<file path="src/rtl/fruit_pkg.sv">
// rtl/fruit_pkg.sv - shared types, constants and trajectory helpers for the fruit launcher
package fruit_pkg;

  typedef enum logic [1:0] {IDLE, WAIT, PICK, LAUNCH} launcher_state_t;

  localparam int X_BASE   = 192;
  localparam int INC_BASE = 6;
  localparam int X_CENTRE = 320;

  // Fibonacci taps 16,14,13,11 expressed on a right-shifting register (bits 0,2,3,5)
  localparam logic [15:0] LFSR_TAPS = 16'h002D;

  function automatic logic [9:0] x_start_of(input logic [7:0] b);
    return 10'(X_BASE) + {2'b00, b};
  endfunction

  function automatic logic [10:0] inc_of(input logic [1:0] b);
    return 11'(INC_BASE) + {9'b0, b};
  endfunction

endpackage

</file>
<file path="src/rtl/lfsr16.sv">
// rtl/lfsr16.sv - 16-bit Fibonacci LFSR with synchronous seed load and advance enable
module lfsr16
  import fruit_pkg::*;
#(
  parameter logic [15:0] SEED = 16'hACE1
) (
  input  logic        clk,
  input  logic        load,
  input  logic        en,
  output logic [15:0] state
);

  always_ff @(posedge clk) begin
    if (load) begin
      state <= SEED;
    end else if (en) begin
      state <= {^(state & LFSR_TAPS), state[15:1]};
    end
  end

endmodule

</file>
<file path="src/rtl/fruit_launcher.sv">
// rtl/fruit_launcher.sv - fruit launch scheduler; FRUIT_LAUNCHER_DIFFICULTY_RAMP_EN enables gap ramp-down
module fruit_launcher
  import fruit_pkg::*;
#(
  parameter int          N_FRUITS   = 3,
  parameter int          LAUNCH_GAP = 60,
  parameter int          MIN_GAP    = 20,
  parameter int          GRACE      = 4,
  parameter logic [15:0] LFSR_SEED  = 16'hACE1
) (
  input  logic                   frame_clk,
  input  logic                   Reset,
  input  logic                   game_active,
  input  logic [N_FRUITS-1:0]    offstage,
  output logic [N_FRUITS-1:0]    fruit_reset,
  output logic [10*N_FRUITS-1:0] xStart,
  output logic [11*N_FRUITS-1:0] increment,
  output logic [11*N_FRUITS-1:0] xincrement,
  output logic [N_FRUITS-1:0]    negate,
  output logic [N_FRUITS-1:0]    visible,
  output logic [15:0]            launch_count
);

  localparam int GW  = $clog2(((LAUNCH_GAP > MIN_GAP) ? LAUNCH_GAP : MIN_GAP) + 1);
  localparam int GRW = $clog2(GRACE + 1);

  launcher_state_t      state;
  logic [GW-1:0]        cnt;
  logic [GW-1:0]        gap_q;
  logic [GRW-1:0]       grace [N_FRUITS];
  logic [15:0]          lfsr;
  logic [15:0]          count_next;
  logic [N_FRUITS-1:0]  pick;
  logic                 fire;
  logic [9:0]           x_new;
  logic                 unused_lfsr_bits;

  // Lowest-index idle slot as a one-hot vector; zero when every slot is in flight
  function automatic logic [N_FRUITS-1:0] pick_free(input logic [N_FRUITS-1:0] vis);
    logic [N_FRUITS-1:0] r;
    r = '0;
    for (int i = N_FRUITS - 1; i >= 0; i--) begin
      if (!vis[i]) begin
        r    = '0;
        r[i] = 1'b1;
      end
    end
    return r;
  endfunction

  lfsr16 #(.SEED(LFSR_SEED)) u_lfsr (
    .clk   (frame_clk),
    .load  (Reset),
    .en    (1'b1),
    .state (lfsr)
  );

  assign pick             = pick_free(visible);
  assign fire             = (state == PICK) && game_active && (|pick);
  assign count_next       = (launch_count == 16'hFFFF) ? launch_count : launch_count + 16'd1;
  assign x_new            = x_start_of(lfsr[7:0]);
  assign unused_lfsr_bits = ^{lfsr[15:13], lfsr[8]};

`ifdef FRUIT_LAUNCHER_DIFFICULTY_RAMP_EN
  always_ff @(posedge frame_clk) begin
    if (Reset) begin
      gap_q <= GW'(LAUNCH_GAP);
    end else if (fire && (count_next[2:0] == 3'd0) && (launch_count != 16'hFFFF)) begin
      gap_q <= (gap_q >= GW'(MIN_GAP + 4)) ? gap_q - GW'(4) : GW'(MIN_GAP);
    end
  end
`else
  assign gap_q = GW'(LAUNCH_GAP);
`endif

  always_ff @(posedge frame_clk) begin
    if (Reset) begin
      state        <= IDLE;
      cnt          <= '0;
      fruit_reset  <= '0;
      xStart       <= '0;
      increment    <= '0;
      xincrement   <= '0;
      negate       <= '0;
      visible      <= '0;
      launch_count <= '0;
      for (int i = 0; i < N_FRUITS; i++) grace[i] <= '0;
    end else begin
      fruit_reset <= '0;
      for (int i = 0; i < N_FRUITS; i++) begin
        if (grace[i] != '0) grace[i] <= grace[i] - GRW'(1);
        if (offstage[i] && (grace[i] == '0)) visible[i] <= 1'b0;
      end

      case (state)
        IDLE: begin
          if (game_active) begin
            state <= WAIT;
            cnt   <= gap_q;
          end
        end
        WAIT: begin
          if (!game_active) begin
            state <= IDLE;
          end else if (cnt <= GW'(1)) begin
            cnt   <= '0;
            state <= PICK;
          end else begin
            cnt <= cnt - GW'(1);
          end
        end
        PICK: begin
          if (!game_active) begin
            state <= IDLE;
          end else if (fire) begin
            state        <= LAUNCH;
            fruit_reset  <= pick;
            launch_count <= count_next;
            // Launch assignments follow retirement so a same-frame launch keeps the slot visible
            for (int i = 0; i < N_FRUITS; i++) begin
              if (pick[i]) begin
                visible[i]            <= 1'b1;
                grace[i]              <= GRW'(GRACE);
                xStart[i*10 +: 10]    <= x_new;
                increment[i*11 +: 11] <= inc_of(lfsr[10:9]);
                xincrement[i*11 +: 11] <= {9'b0, lfsr[12:11]};
                negate[i]             <= (x_new >= 10'(X_CENTRE));
              end
            end
          end else begin
            state <= WAIT;
            cnt   <= gap_q;
          end
        end
        LAUNCH: begin
          state <= game_active ? WAIT : IDLE;
          cnt   <= gap_q;
        end
        default: state <= IDLE;
      endcase
    end
  end

endmodule

</file>
<file path="config.mk">
export PLATFORM = sky130hd
export DESIGN_NAME = fruit_launcher
export DESIGN_NICKNAME = d
export VERILOG_FILES = /design/src/rtl/fruit_pkg.sv /design/src/rtl/lfsr16.sv /design/src/rtl/fruit_launcher.sv
export SDC_FILE = /design/constraint.sdc
export NUM_CORES = 1
export LEC_CHECK = 0
export ABC_AREA = 1
export CAP_MARGIN = 10
export CELL_PAD_IN_SITES_DETAIL_PLACEMENT = 0
export CELL_PAD_IN_SITES_GLOBAL_PLACEMENT = 1
export CORE_ASPECT_RATIO = 1.1
export CORE_MARGIN = 2
export CORE_UTILIZATION = 34
export DETAILED_ROUTE_END_ITERATION = 8
export HOLD_SLACK_MARGIN = 0.12
export PLACE_DENSITY = 0.87
export SLEW_MARGIN = 20
export SYNTH_ARGS = -nofsm -noshare
export SYNTH_HDL_FRONTEND = slang
export SYNTH_HIERARCHICAL = 1
export SYNTH_SLANG_ARGS = --single-unit
</file>
<file path="constraint.sdc">
create_clock -name frame_clk -period 1.7 [get_ports frame_clk]
set_input_delay 0.34 -clock frame_clk [delete_from_list [all_inputs] [get_ports frame_clk]]
set_output_delay 0.34 -clock frame_clk [all_outputs]
set_load 0.02 [all_outputs]
</file>
* Word-level counts from Yosys, hierarchy flattened
Memories as Yosys holds them, arrays and structs flattened.
Cells that the tools add are included.
** Cells by class
- $add $sub $neg :: 7
- $lt $le $gt $ge :: 2
- Eq/ne operators :: 9
- Multiplexer cells :: 60
- Bitwise logic cells :: 10
- Reductions and logical operators :: 21
** Operators with widths (count)
- $mux 1 :: 36
- $mux 3 :: 12
- $mux 6 :: 5
- $pmux 6 s4 :: 1
- $reduce_and 4->1 :: 5
- $add 16x1->16 const B :: 1
- $eq 16x16->1 const B :: 1
- $reduce_xor 16->1 :: 1
- $mux 2 :: 5
- $add 8x8->9 const A :: 1
- $ge 9x9->1 const B :: 1
- $logic_not 3->1 :: 3
- $reduce_bool 3->1 :: 3
- $sub 3x1->3 const B :: 3
- $ne 2x2->1 const B :: 4
- $pmux 2 s4 :: 1
- $le 6x1->1 const B :: 1
- $or 1x1->1 :: 6
- $sub 6x1->6 const B :: 1
- $logic_and 1x1->1 :: 5
- $add 3x2->4 const A :: 1
- $eq 2x2->1 const B :: 2
- $not 1->1 :: 4
- $reduce_or 4->1 :: 1
- 5 further kinds :: 5
** Word-level totals
- Flip-flop bits (word level) :: 118
- Memory bits (writable) :: 9
- Input port bits :: 6
- Output and inout port bits :: 121
- Word-level logic and storage cells :: 128
- Memories kept :: 1
** Memories
- grace :: depth 3, bits a word 3, read ports 3, clocked after Yosys merged registers in 0, wr ports 3, line fruit_launcher.sv:30 : logic [GRW-1:0] grace [N_FRUITS];

* Depth between registers and ports, before layout
Gate-level depths: netlist (run 1).
- Word-level depth :: 11
- Depth in mapped cells :: 11
- Depth with buffers taken out :: 10

* Cells and area by module
The synthesis (run 1) kept the hierarchy.
** By module, submodules not included
- fruit_launcher :: instances 1, cells each 551, area an instance 4097.7 um^2, seq. area each 1681.6 um^2
- lfsr16 :: instances 1, cells each 82, area an instance 616.8 um^2, seq. area each 320.3 um^2

* Worst setup path after synthesis (run 1)
OpenSTA, ideal clock, no wires.
- Path kind :: reg-to-reg
- Start point :: reg launch_count[1]
- End point :: reg launch_count[9]
- Setup time :: 0.110 ns
- Data arrival time :: 1.510 ns
- Data required time :: 1.590 ns
- Setup slack :: 0.081 ns
- Stages on the path, launching flop included :: 12
- Buffers on the path :: 1
- Period minus slack after synthesis :: 1.619 ns
- Path through :: dfxtp_1 -> ha_1 -> nand2_1 -> nor2_1 -> nand2_1 -> nor2_2 -> nand2_1 -> buf_2 -> nand3_1 -> nand2_1 -> inv_1 -> nor2_1
** Between the ends
- Word-level cells in the longest chain between the ends :: 3
- Elaborated cells on any way between the ends :: 4
- Those cells by class :: add/sub: 1; eq/ne: 1; bitwise: 1; reduce/logical: 1
** Ends and longest elaborated chain
- from (decl) :: line fruit_launcher.sv:21 : output logic [15:0] launch_count
- from (signal assigned) :: line fruit_launcher.sv:118 : launch_count <= count_next;
- parallel branches: the longest is 3 deep, another holds $add 16x1->16
Parallel ways; which one is timed is not known.
A chain may end at the register's enable or synchronous reset.

* Final worst setup path (run 1)
- Start point :: reg negate[1]
- End point :: out negate[1]
** RTL lines
- from (decl) :: line fruit_launcher.sv:19 : output logic [N_FRUITS-1:0] negate,
- from (signal, indexed assignment) :: line fruit_launcher.sv:127 : negate[i] <= (x_new >= 10'(X_CENTRE));
No word-level cell between the ends.

==> results by group, run 1 <==
Layout
  • Final Net Count: 752
  • Most frequent cells in the layout: 110 x nand2_1, 100 x dfxtp_1, 66 x inv_1
  • Area added between synthesis and finish: 26.7%
  • Antenna diodes: 0
  • Final instance area: 0.00597 mm^2
  • Post-Layout Cell Count: 926
  • Commonest non-fill, non-tap cell in the layout: nand2_1
  • Fraction of layout cells with a size suffix above 1: under 10%

Power and ir drop
  • Net Switching: approximately 1.6 mW
  • Combinational Power Share: about 17%
  • Power per cell area: approximately 900 mW/mm^2
  • Peak VDD IR: between 500 and 600 uV
  • Reg power frac: 47.2%
  • Leakage: 2.84 nW
  • Clock power share: a little over a third
  • Pint: 3.86 mW
  • Net Sw Frac: 29.3%

Timing
  • Pins Over Slew Limit: 0
  • Unrepaired setup endpoints after global routing: true
  • Hold_ws: about 0.47 ns
  • Clk_skew: 0.0121 ns
  • Tmin final: about 1.7 ns
  • Setup TNS: 0 ns
  • Max Fclk: 603 MHz
  • Tcrit/Tclk final: ~98%
  • Final count of negative-setup-slack endpoints: 0
  • Final Hold Viols: 0

Min path
  • Hold Crit Class: reg -> reg

Critical path
  • Worst Setup Start Kind: flop
  • Worst Setup Path Type: reg -> out
  • Crit path largest cell delay: a little over 0.6 ns
  • Crit path DAT: 1.32 ns
  • CP delay by family, top: buffers and inverters
  • Critical-path top delay cell: clkdlybuf4s50_1
  • Max FO, Critical Path: 2
  • Worst-path cell chain: clkdlybuf4s50_1
  • Crit. End Element: output pin
  • Worst EP required: about 1.4 ns
  • Bufs and invs on worst path: 1

Global routing
  • Largest net degree at the start of global routing: 32
  • First-pass GRT wire length: around 18,000 um
  • Initial antenna violation count: 0
  • Aggregate global routing overflow: 0
  • Number of global-route vias before repair: roughly 3,700
  • GR Util All Layers: 15.1%

Clocking
  • Clock root buffer: clkbuf_16
  • Clock buffer depth: 2
  • CTS clk-pin slew, worst paths: 0.07 ns
  • Hold_buf cts: 0
  • Later-pin clock latency in the skew report: 0.35 ns
  • CTS Buf Count: 9
  • CTS tree: built
  • H-tree Lvls: 3
  • Postcts setup bufs: 0
  • Sink Count: 100

Yosys
  • Synth Cell Area: 0.00471 mm^2
  • Sequential area share after synthesis: between 40% and 50%
  • Syn_area_per_cell: approximately 7.4 um^2
  • Yosys reg bits: 100
  • Syn. warnings: 6
  • Post-synthesis cell count: between 600 and 700
  • Post-synth cell types: 35

Route
  • Post-DR wirelength/cell: roughly 12 um
  • Post-route ant nets: 0
  • Vias per Instance: 4.37
  • Vias: about 4,000
  • Starting DRT DRC Count: 188
  • Routed WL: approximately 11,000 um
  • DRC: 0
  • Initial DRT Pass Iterations: 4

Floorplan
  • Die Span X: 116 um
  • IO Count: 127
  • Row cnt: between 40 and 50
  • DIE AREA: 0.0148 mm^2
  • Die extent in y: around 130 um
  • Core ar.: between 0.01 and 0.015 mm^2
  • Starting Density: about a third

Place
  • Placed Cells: approximately 900
  • Placed Area: around 0.0057 mm^2
  • GP Congestion: around 0.81
  • HPWL Detailed: approximately 8000 um
  • Port Buf Inserts: 75

Flow run
  • Number of max-cap violations: 0

Status
  • Outcome: completed
[cell usage after synthesis (all sizes together)]
| master | instances | share of area (%) |
|---|---|---|
| a31oi | 1 | 0.13 |
| nor2 | 62 | 5.1 |
| dfxtp | 100 | 42 |
| o22ai | 1 | 0.13 |
| xnor2 | 3 | 0.56 |
| o21a | 1 | 0.16 |
| a21oi | 57 | 6.4 |
| o211ai | 1 | 0.16 |
| ha | 13 | 3.5 |
| clkbuf | 10 | 0.80 |
| o211a | 1 | 0.21 |
| conb | 2 | 0.16 |
| nand3b | 1 | 0.16 |
| or2 | 2 | 0.27 |
| or3b | 1 | 0.19 |
| nand4 | 8 | 1.1 |
| xor2 | 5 | 0.93 |
| inv | 71 | 5.7 |
| buf | 67 | 10 |
| o21ai | 62 | 6.6 |
| nand2 | 112 | 9.0 |
| nor3 | 5 | 0.77 |
| and3 | 1 | 0.13 |
| o31ai | 1 | 0.16 |
| nand3 | 45 | 5.0 |
[per-stage QoR]
stage | util [%] | total power [mW] | setup slack, ns
after detailed placement | 41.5 | 3.55 | -0.253
after CTS | 43.3 | 5.51 | 0.00315
after global routing | 43.7 | 5.80 | -0.0137
after floorplan | - | 3.42 | 0.0806
final | 43.7 | 5.46 | 0.0418
after global placement | 41.5 | 3.52 | -0.218
[power groups by stage]
stage	sequential [mW]	combinational, mW	clock (mW)
after global placement	2.63	0.894	0
after global routing	2.59	1.08	2.12
after floorplan	2.62	0.796	0
after CTS	2.58	0.926	2.01
final	2.58	0.921	1.96
after detailed placement	2.63	0.919	0
[layout make-up]
cell class                 count  area (um^2)
clock buffer                  10          229
clock inverter                 6         53.8
fill                        1399         7710
inverter                      71          267
multi-input combinational    437         2130
sequential                   100         2000
tap                          188          235
timing repair buffer         114         1060
[registers in the layout, indices dropped and copies added, names as in the netlist]
signal,count
cnt,6
negate,3
state,2
increment,9
fruit_reset,3
u_lfsr/state,16
grace,9
launch_count,16
xStart,27
xincrement,6
visible,3
[cells by family after synthesis]
| kind of cell | after synthesis | share of synthesized area [%] |
|---|---|---|
| xor+xnor | 8 | 1.49 |
| flops | 100 | 42.5 |
| buf+inv | 148 | 16.9 |
| fa+ha+maj | 13 | 3.45 |
| simple gates | 237 | 21.7 |
| other cells | 2 | 0.159 |
| compound gates | 125 | 13.9 |
[repair_timing]
action	in CTS	in global routing
hold endpoints to repair	0	0
setup endpoints to repair	20	26
resized for setup	20	15
[worst paths after layout]
| path | start | end | slack [ns] | depth (start not counted) |
|---|---|---|---|---|
| min reg2reg | u_lfsr/state[14] | u_lfsr/state[13] | 0.47 | 2 |
| max | negate[1] | negate[1] | 0.04 | 1 |
| min | u_lfsr/state[14] | u_lfsr/state[13] | 0.47 | 2 |
| max reg2reg | launch_count[0] | launch_count[9] | 0.11 | 11 |
[layer usage]
metal	GRT usage [%]	up-vias	share of wire, %
li1	-	2123	-
met1	19.3	1820	46
met2	25.6	89	48
met3	3.70	11	5.6
met4	3.36	0	0.86
met5	0	-	0
Power figures use the tool's default switching activity.
==> run 2, diff against run 1 <==
--- a/config.mk
+++ b/config.mk
@@ -20,3 +20,4 @@
 export SYNTH_HDL_FRONTEND = slang
 export SYNTH_HIERARCHICAL = 1
 export SYNTH_SLANG_ARGS = --single-unit
+export TNS_END_PERCENT = 30
==> results of run 2 <==
Same layout as run 1: the final DEF is identical, and so are final timing and power.
